`src/rtl/ascii_display_scanner.sv`:
```
// ascii_display_scanner
// Scans a small character buffer across 2**ADDR_W display positions. It
// shares one external ASCII-to-segment decoder between them: present the
// code, let the decoder settle for one cycle, latch the segments, light the
// digit for DWELL cycles, stay dark for BLANK cycles, then move on.
module ascii_display_scanner #(
    parameter int unsigned ADDR_W  = 2,
    parameter int unsigned DWELL   = 1000,
    parameter int unsigned BLANK   = 2,
    parameter int unsigned DWELL_W = 16
) (
    input  logic                   clk,
    input  logic                   rst_n,
    input  logic                   enable,
    input  logic                   wr_en,
    input  logic [ADDR_W-1:0]      wr_addr,
    input  logic [6:0]             wr_char,
    output logic                   wr_ready,
    output logic [6:0]             dec_code,
    input  logic [10:0]            dec_seg,
    output logic [10:0]            seg_out,
    output logic [(2**ADDR_W)-1:0] digit_sel,
    output logic                   frame_tick
);

    localparam int unsigned        DIGITS   = 2**ADDR_W;
    localparam logic [DWELL_W-1:0] DWELL_LD = DWELL_W'(DWELL - 1);
    localparam logic [DWELL_W-1:0] BLANK_LD = DWELL_W'((BLANK > 0) ? (BLANK - 1) : 0);
    localparam logic [6:0]         SPACE    = 7'h20;

    typedef enum logic [1:0] {
        S_IDLE,
        S_SETUP,
        S_SHOW,
        S_BLNK
    } state_t;

    state_t              r_state;
    logic [ADDR_W-1:0]   r_idx;
    logic [DWELL_W-1:0]  r_cnt;
    logic [6:0]          r_dec_code;
    logic [10:0]         r_seg;
    logic [DIGITS-1:0]   r_digit_sel;
    logic                r_frame_tick;
    logic [6:0]          r_buf [DIGITS];

    logic                w_wr_ready;
    logic                w_wr_fire;
    logic                w_advance;
    logic [ADDR_W-1:0]   w_idx_next;
    logic [DIGITS-1:0]   w_onehot;

    // Handshake, advance condition and next-digit decode
    always_comb begin
        w_wr_ready = (r_state != S_SETUP);
        w_wr_fire  = wr_en && w_wr_ready;
        w_advance  = 1'b0;
        if (r_cnt == '0) begin
            if (r_state == S_BLNK) begin
                w_advance = 1'b1;
            end else if ((r_state == S_SHOW) && (BLANK == 0)) begin
                w_advance = 1'b1;
            end
        end
        w_idx_next = r_idx + ADDR_W'(1);
        w_onehot   = {{(DIGITS-1){1'b0}}, 1'b1} << r_idx;
    end

    // Character buffer; reads elsewhere see the pre-edge contents
    always_ff @(posedge clk or negedge rst_n) begin
        if (!rst_n) begin
            for (int unsigned i = 0; i < DIGITS; i++) begin
                r_buf[i] <= SPACE;
            end
        end else if (w_wr_fire) begin
            r_buf[wr_addr] <= wr_char;
        end
    end

    // Scan FSM with registered display outputs
    always_ff @(posedge clk or negedge rst_n) begin
        if (!rst_n) begin
            r_state      <= S_IDLE;
            r_idx        <= '0;
            r_cnt        <= '0;
            r_dec_code   <= SPACE;
            r_seg        <= '0;
            r_digit_sel  <= '0;
            r_frame_tick <= 1'b0;
        end else begin
            r_frame_tick <= 1'b0;
            if ((r_state != S_IDLE) && !enable) begin
                // Disable wins over expiry and wrap; idx kept for resume
                r_state     <= S_IDLE;
                r_seg       <= '0;
                r_digit_sel <= '0;
                r_cnt       <= '0;
            end else if (w_advance) begin
                // Advance leaves seg_out/digit_sel alone: with BLANK=0 the
                // previous digit stays lit through SETUP, so no dark gap.
                r_idx        <= w_idx_next;
                r_dec_code   <= r_buf[w_idx_next];
                r_frame_tick <= (w_idx_next == '0);
                r_state      <= S_SETUP;
            end else begin
                unique case (r_state)
                    S_IDLE: begin
                        if (enable) begin
                            r_dec_code <= r_buf[r_idx];
                            r_state    <= S_SETUP;
                        end
                    end
                    S_SETUP: begin
                        r_seg       <= dec_seg;
                        r_digit_sel <= w_onehot;
                        r_cnt       <= DWELL_LD;
                        r_state     <= S_SHOW;
                    end
                    S_SHOW: begin
                        if (r_cnt == '0) begin
                            r_seg       <= '0;
                            r_digit_sel <= '0;
                            r_cnt       <= BLANK_LD;
                            r_state     <= S_BLNK;
                        end else begin
                            r_cnt <= r_cnt - DWELL_W'(1);
                        end
                    end
                    S_BLNK: begin
                        r_cnt <= r_cnt - DWELL_W'(1);
                    end
                    default: begin
                        r_state <= S_IDLE;
                    end
                endcase
            end
        end
    end

    assign wr_ready   = w_wr_ready;
    assign dec_code   = r_dec_code;
    assign seg_out    = r_seg;
    assign digit_sel  = r_digit_sel;
    assign frame_tick = r_frame_tick;

endmodule

```
`config.mk`:
```
export PLATFORM = sky130hd
export DESIGN_NAME = ascii_display_scanner
export DESIGN_NICKNAME = d
export VERILOG_FILES = /design/src/rtl/ascii_display_scanner.sv
export SDC_FILE = /design/constraint.sdc
export NUM_CORES = 1
export LEC_CHECK = 0
export BUFFER_PORTS_ARGS = -buffer_cell sky130_fd_sc_hd__buf_2
export CAP_MARGIN = 0
export CORE_UTILIZATION = 25
export CTS_CLUSTER_SIZE = 14
export DETAILED_ROUTE_END_ITERATION = 16
export PLACE_DENSITY_LB_ADDON = 0.2
export SETUP_SLACK_MARGIN = 0.2
export SYNTH_ARGS = -nofsm -noshare
export SYNTH_HDL_FRONTEND = slang
export SYNTH_SLANG_ARGS = --single-unit
```
`constraint.sdc`:
```
create_clock -name clk -period 2.7 [get_ports clk]
set_input_delay 0.54 -clock clk [delete_from_list [all_inputs] [get_ports clk]]
set_output_delay 0.54 -clock clk [all_outputs]
set_load 0.005 [all_outputs]
```
==> flow_metrics.py, run 1 <==
metrics = {
    "run_status": {
        "status": "finished clean",
    },
    "clocking": {
        "cts_buffer_depth": 2,
        "cts_tree": "built",
        "cts_buffers": 9,
        "htree_levels": 3,
        "worst_skew_pair.late_latency_ps": 340,
        "root_buffer": "clkbuf_16",
        "path_clk_slew_ps": 60,
        "cts.sinks": 71,
    },
    "drt": {
        "postRouteAntennaNets": 0,
        "drt_iter0_markers": 126,
        "drt_pass1_iterations": 4,
        "drc": 0,
        "post_drt_wl_per_cell_um": 16.2,
        "via_per_inst": 4.90,
        "vias": 2754,
        "routed_wl_mm": 9.11,
    },
    "placed_design": {
        "placed_cells": 541,
        "dp_slack_ps": 73.3,
        "io_buffers": 47,
        "dp_hpwl_mm": 6.37,
        "place.gp.congestion": 0.757,
    },
    "timing": {
        "setup_slack_ps": 236,
        "hold_violations": 0,
        "tightest_slew_ps": 531,
        "slew_headroom_pct": 63.7,
        "fin_crit_ps": 2460,
        "finalClockSkew_ps": 5.37,
        "setup-violations-final": 0,
        "drv_slew": 0,
        "rsz0062_at_grt": "yes",
        "max_freq_ghz": 0.406,
        "timing.final.crit_share_pct": 91.3,
        "fin_tns_setup_ps": 0,
    },
    "global_route": {
        "grt.met2_usage_pct": 20.7,
        "grt_busiest_layer": "met2",
        "met3_usage_pct": 4.11,
        "grt_usage_pct": 13.1,
        "grt_max_degree": 50,
        "use_met1_pct": 16.7,
        "grt_pass1_vias": 2813,
        "grt_pass1_wl_mm": 14.7,
        "antenna_found_initial": 0,
        "overflow": 0,
    },
    "critical_path": {
        "cp-end-kind": "register",
        "rr_worst_depth": 6,
        "path_class": "reg -> reg",
        "startpoint_type": "register",
        "critPathSlowestCell": "or4_4",
        "cp_cell_sequence": "ha_2 > or4bb_4 > or4_4 > a22o_1 > a211o_1 > mux2i_1",
        "r2r_setup_slack_ps": 240,
        "path_max_fanout": 6,
        "worstPathRequired_ps": 2920,
        "worst_ep_arrival_time_ps": 2690,
        "slowest_delay_ps": 580,
    },
    "synthesis": {
        "synthFlopType": "dfrtp_1",
        "synth_edf_count": 0,
        "synthTopCellsByArea": "dfrtp_1 (45%), mux2_2 (8.6%), mux4_2 (8.6%)",
        "synth.distinct_cells": 46,
        "synth_area_mm2": 0.00366,
        "yosysWarnings": 0,
        "syn_avg_cell_area_um2": 11.8,
        "synth_seq_cells": 71,
        "syn_inst": 310,
        "synth_fp_nets": 346,
        "synth_area_leader_cell": "dfrtp_1",
        "synth_top_area_share_pct": 45.2,
        "async_flop_share_pct": 100,
        "synth_seq_area_share_pct": 48.8,
    },
    "power_and_ir_drop": {
        "total_power_mw": 5.66,
        "ir_drop_v": 0.000400,
        "powerDensity_mw_per_mm2": 1210,
        "p_leak_nw": 2.09,
    },
    "cells_and_area": {
        "final_common_cell": "dfrtp_1",
        "post_layout_nonfiller_instances": 562,
        "nets": 413,
        "drive_above_1_share_pct": 39.3,
        "utilization_pct": 33.1,
        "synthToLayoutAreaGrowth_pct": 27.5,
        "final_cell_mix": "dfrtp_1 (66), buf_2 (47), mux2_2 (28), nand3_1 (22), buf_4 (20)",
        "insertedDiodeCount": 0,
    },
    "floorplanning": {
        "die_area_mm2": 0.0151,
        "ios": 48,
        "fp.dieH_um": 123,
        "core-area_mm2": 0.0141,
        "start_util_pct": 25.9,
        "die_w_um": 123,
        "num_rows": 43,
    },
    "job": {
        "cap_violations": 0,
    },
    "hold_path": {
        "hold_class": "in -> async",
    },
}
## area by class of cell
type / count / area [um^2]
Clock buffer: 12 / 267
Clock inverter: 4 / 98.8
Fill cell: 1446 / 9430
Inverter: 17 / 63.8
Multi-Input combinational cell: 207 / 1790
Sequential cell: 71 / 1780
Tap cell: 180 / 225
Timing Repair Buffer: 71 / 439
## power breakdown
group / total, mW / switching (mW) / internal, mW
clock: 1.45 / 0.469 / 0.981
sequential: 1.90 / 0.349 / 1.55
combinational: 2.31 / 1.13 / 1.19
## per-layer routing
metal | vias to the layer above | routed length (um)
met1 | 1386 | 4220
met5 | - | 0
li1 | 1302 | -
met4 | 0 | 131
met3 | 10 | 382
met2 | 56 | 4380
## stage by stage
step,instance area (um^2),hold slack [ps]
after floorplan,3660,244
after global placement,4220,483
after detailed placement,4220,486
after CTS,4600,211
after global routing,4660,219
final,4660,188
## synth_stat cells, types with 5 or more instances
cell and n:
a22o_1 16, or4_1 8, inv_1 17, nor2_1 15, mux4_2 14, clkbuf_1 11
xnor2_1 5, nand3_1 22, ha_1 12, o22ai_1 6, nand2_1 13, mux2_2 28
o211ai_1 9, dfstp_2 5, dfrtp_1 66, a21oi_1 14
## final timing paths
check                            from     endpoint
max                        r_state[0]   r_state[1]
min                             rst_n    r_cnt[13]
max reg2reg                r_state[0]   r_state[1]
min reg2reg                seg_out[2]   seg_out[2]
max in group asynchronous       rst_n  dec_code[5]
min in group clk           dec_seg[2]   seg_out[2]
## cell families (layout without fill, tap and decap cells)
| logic type | after synthesis | count (layout) | share of synthesized area [%] |
|---|---|---|---|
| compound gates | 64 | 64 | 12.4 |
| xor+xnor | 6 | 6 | 1.44 |
| fa+ha+maj | 13 | 13 | 4.38 |
| buf+inv | 32 | 104 | 3.39 |
| flops | 71 | 71 | 48.8 |
| mux | 45 | 45 | 18.1 |
| simple gates | 79 | 79 | 11.6 |
## flip-flops by register name (all words and copies together) (netlist names)
register and count:
dec_code 7, digit_sel 4, frame_tick 1, r_buf 28
r_cnt 16, r_idx 2, r_state 2, seg_out 11
## critical path, delay by kind of cell, from the launching register on
family                     cells  cell delay [ps]
DFF                            1              400
and+or+nand+nor                2             1110
AOI/OAI and AO/OA              2              490
muxes                          1              130
adders and majority gates      1              200
## repair_timing
action | in CTS | in global routing
gates resized for setup | 4 | 12
setup endpoints to repair | 31 | 25
pin swaps | 0 | 13
cloned | 0 | 1
hold buffers | 0 | 0
buffers inserted | 0 | 4
Power figures use the tool's default switching activity.
==> run 2: changes to the inputs <==
==> constraint.sdc (replaced) <==
create_clock -name clk -period 2.7 [get_ports clk]
set_input_delay 0.81 -clock clk [delete_from_list [all_inputs] [get_ports clk]]
set_output_delay 0.81 -clock clk [all_outputs]
set_load 0.01 [all_outputs]
==> run 2 against run 1 <==
  * Highest routed layer unchanged
  * Sequential power hardly changed
  * First-iteration DRC count is 12% lower
  * Non-clock buffer count is 4 higher
  * Clock skew up 3.8 ps
  * Largest cell class unchanged
  * Core utilization up 0.28 points
  * Final cell count grew 0.71%
  * Global-route usage fell by 0.51 points
  * Setup slack improved by 20 ps
  * Hold slack better by 280 ps
  * Via count down 0.33%
  * Power is 1.4% higher
==> flow_metrics.py, run 2 (same netlist as run 1, synthesis figures left out) <==
metrics = {
    "global_route": {
        "overflow": 0,
        "grt_pass1_vias": 2728,
        "grt_max_degree": 72,
        "grt_usage_pct": 12.6,
        "antenna_found_initial": 0,
        "grt_pass1_wl_mm": 14.3,
    },
    "cells_and_area": {
        "nFillCells": 1416,
        "nets": 417,
        "drive_above_1_share_pct": 40.4,
        "top_register": "r_buf",
        "synthToLayoutAreaGrowth_pct": 28.6,
        "post_layout_nonfiller_instances": 566,
        "largest_reg_flops": 28,
        "final_cell_mix": "dfrtp_1 (65), buf_2 (47), mux2_2 (28), buf_4 (25), nand3_1 (22)",
        "insertedDiodeCount": 0,
        "final_common_cell": "dfrtp_1",
    },
    "critical_path": {
        "cp_cell_sequence": "inv_2 > ha_2 > or3b_4 > or4_4 > a22o_1 > a211o_1 > mux2i_1",
        "r2r-end": "r_state[0]",
        "critPathSlowestCell": "or4_4",
        "cp-end-kind": "register",
        "worst_ep_arrival_time_ps": 2660,
        "startpoint_type": "register",
        "r2r_setup_slack_ps": 260,
        "worstPathRequired_ps": 2920,
        "slowest_delay_ps": 600,
        "path_max_fanout": 6,
        "path_class": "reg -> reg",
        "worstReg2RegStart": "r_cnt[0]",
        "rr_worst_depth": 7,
    },
    "timing": {
        "fin_tns_setup_ps": 0,
        "slew_headroom_pct": 62.1,
        "finalClockSkew_ps": 9.21,
        "max_freq_ghz": 0.409,
        "tightest_slew_ps": 566,
        "setup-violations-final": 0,
        "hold_violations": 0,
        "rsz0062_at_grt": "no",
        "drv_slew": 0,
        "timing.final.crit_share_pct": 90.5,
        "fin_crit_ps": 2440,
    },
    "floorplanning": {
        "core-area_mm2": 0.0141,
        "ios": 48,
        "die_area_mm2": 0.0151,
        "start_util_pct": 25.9,
        "fp.dieH_um": 123,
        "die_w_um": 123,
        "num_rows": 43,
    },
    "power_and_ir_drop": {
        "power.share.combinational_pct": 41.3,
        "p_int_mw": 3.78,
        "swShare_pct": 34.2,
        "ir_drop_v": 0.000445,
        "seq_power_share_pct": 32.8,
        "pwr-share-clk_pct": 25.8,
        "p_switching_mw": 1.97,
        "powerDensity_mw_per_mm2": 1220,
        "p_leak_nw": 2.11,
    },
    "clocking": {
        "holdBufCountCts": 0,
        "htree_levels": 3,
        "path_clk_slew_ps": 60,
        "root_buffer": "clkbuf_16",
        "worst_skew_pair.late_latency_ps": 340,
        "cts_buffer_depth": 2,
        "cts.sinks": 71,
        "cts_buffers": 9,
        "cts_tree": "built",
    },
    "run_status": {
        "status": "finished clean",
    },
    "placed_design": {
        "placed_cells": 544,
        "place.gp.congestion": 0.736,
        "io_buffers": 47,
        "dp_hpwl_mm": 5.97,
    },
    "drt": {
        "via_per_inst": 4.85,
        "routed_wl_mm": 8.83,
        "drc": 0,
        "post_drt_wl_per_cell_um": 15.6,
        "vias": 2745,
        "postRouteAntennaNets": 0,
        "drt_pass1_iterations": 4,
        "drt_iter0_markers": 111,
    },
    "hold_path": {
        "hold_class": "in -> async",
    },
    "job": {
        "cap_violations": 0,
    },
}
run 2: area by class of cell:
class                      count  area, um^2  area share (%)
timing repair buffer          75         465            9.90
clock buffer                  11         243            5.16
multi-input combinational    207        1790            38.1
tap                          180         225            4.79
sequential                    71        1780            37.9
inverter                      17        63.8            1.36
clock inverter                 5         129            2.74
run 2: repair_timing:
action,in CTS,in global routing
cloned,0,1
hold endpoints to repair,0,0
gates resized for setup,4,14
pin swaps,3,6
endpoints found under the setup margin,32,34
setup buffers,3,2
run 2: power groups by stage:
stage          combinational (mW)  sequential (mW)  clock [mW]
3_5_place_dp                 2.27             1.91           0
3_3_place_gp                 2.26             1.89           0
4_1_cts                      2.33             1.88        1.52
6_report                     2.38             1.89        1.48
5_1_grt                      2.64             1.96        1.57
2_1_floorplan                1.54             1.88           0
run 2: through the flow:
step / utilization (%) / instance area [um^2] / hold WS (ps) / total power [mW] / setup slack [ps]
after detailed placement: 30.1 / 4240 / 486 / 4.18 / 42.5
after global placement: 30.1 / 4240 / 483 / 4.16 / 74.3
after floorplan: - / 3660 / 492 / 3.42 / 274
after global routing: 33.4 / 4700 / 520 / 6.17 / 202
after CTS: 33.0 / 4650 / 504 / 5.73 / 203
final: 33.4 / 4700 / 473 / 5.75 / 256
run 2: how the worst max path moves through the flow:
stage / start / endpoint / slack [ps] / cells after the start
2_1_floorplan: r_cnt[0] / r_state[1] / 270 / 8
5_1_grt: r_cnt[6] / r_state[0] / 200 / 5
6_report: r_cnt[0] / r_state[0] / 260 / 7
3_3_place_gp: r_cnt[1] / dec_code[2] / 70 / 7
3_5_place_dp: r_cnt[1] / dec_code[1] / 40 / 7
4_1_cts: r_cnt[0] / r_state[1] / 200 / 7
run 2: worst max-delay path: cells and delay by family, from the launching register on:
family / cells / cell delay (ps)
AO/OA/AOI/OAI: 2 / 580
adder cells (fa/ha/maj): 1 / 170
multiplexers: 1 / 130
flip-flops: 1 / 400
buffers and inverters: 1 / 70
AND/OR/NAND/NOR: 2 / 980
run 2: metal layers:
metal  wire [um]  vias to the layer above  global-route usage (%)
met5           0                        -                       0
met4         138                        0                    4.80
met3         411                       12                    3.55
met2        4040                       58                    19.4
met1        4250                     1368                    16.8
li1            -                     1307                       -
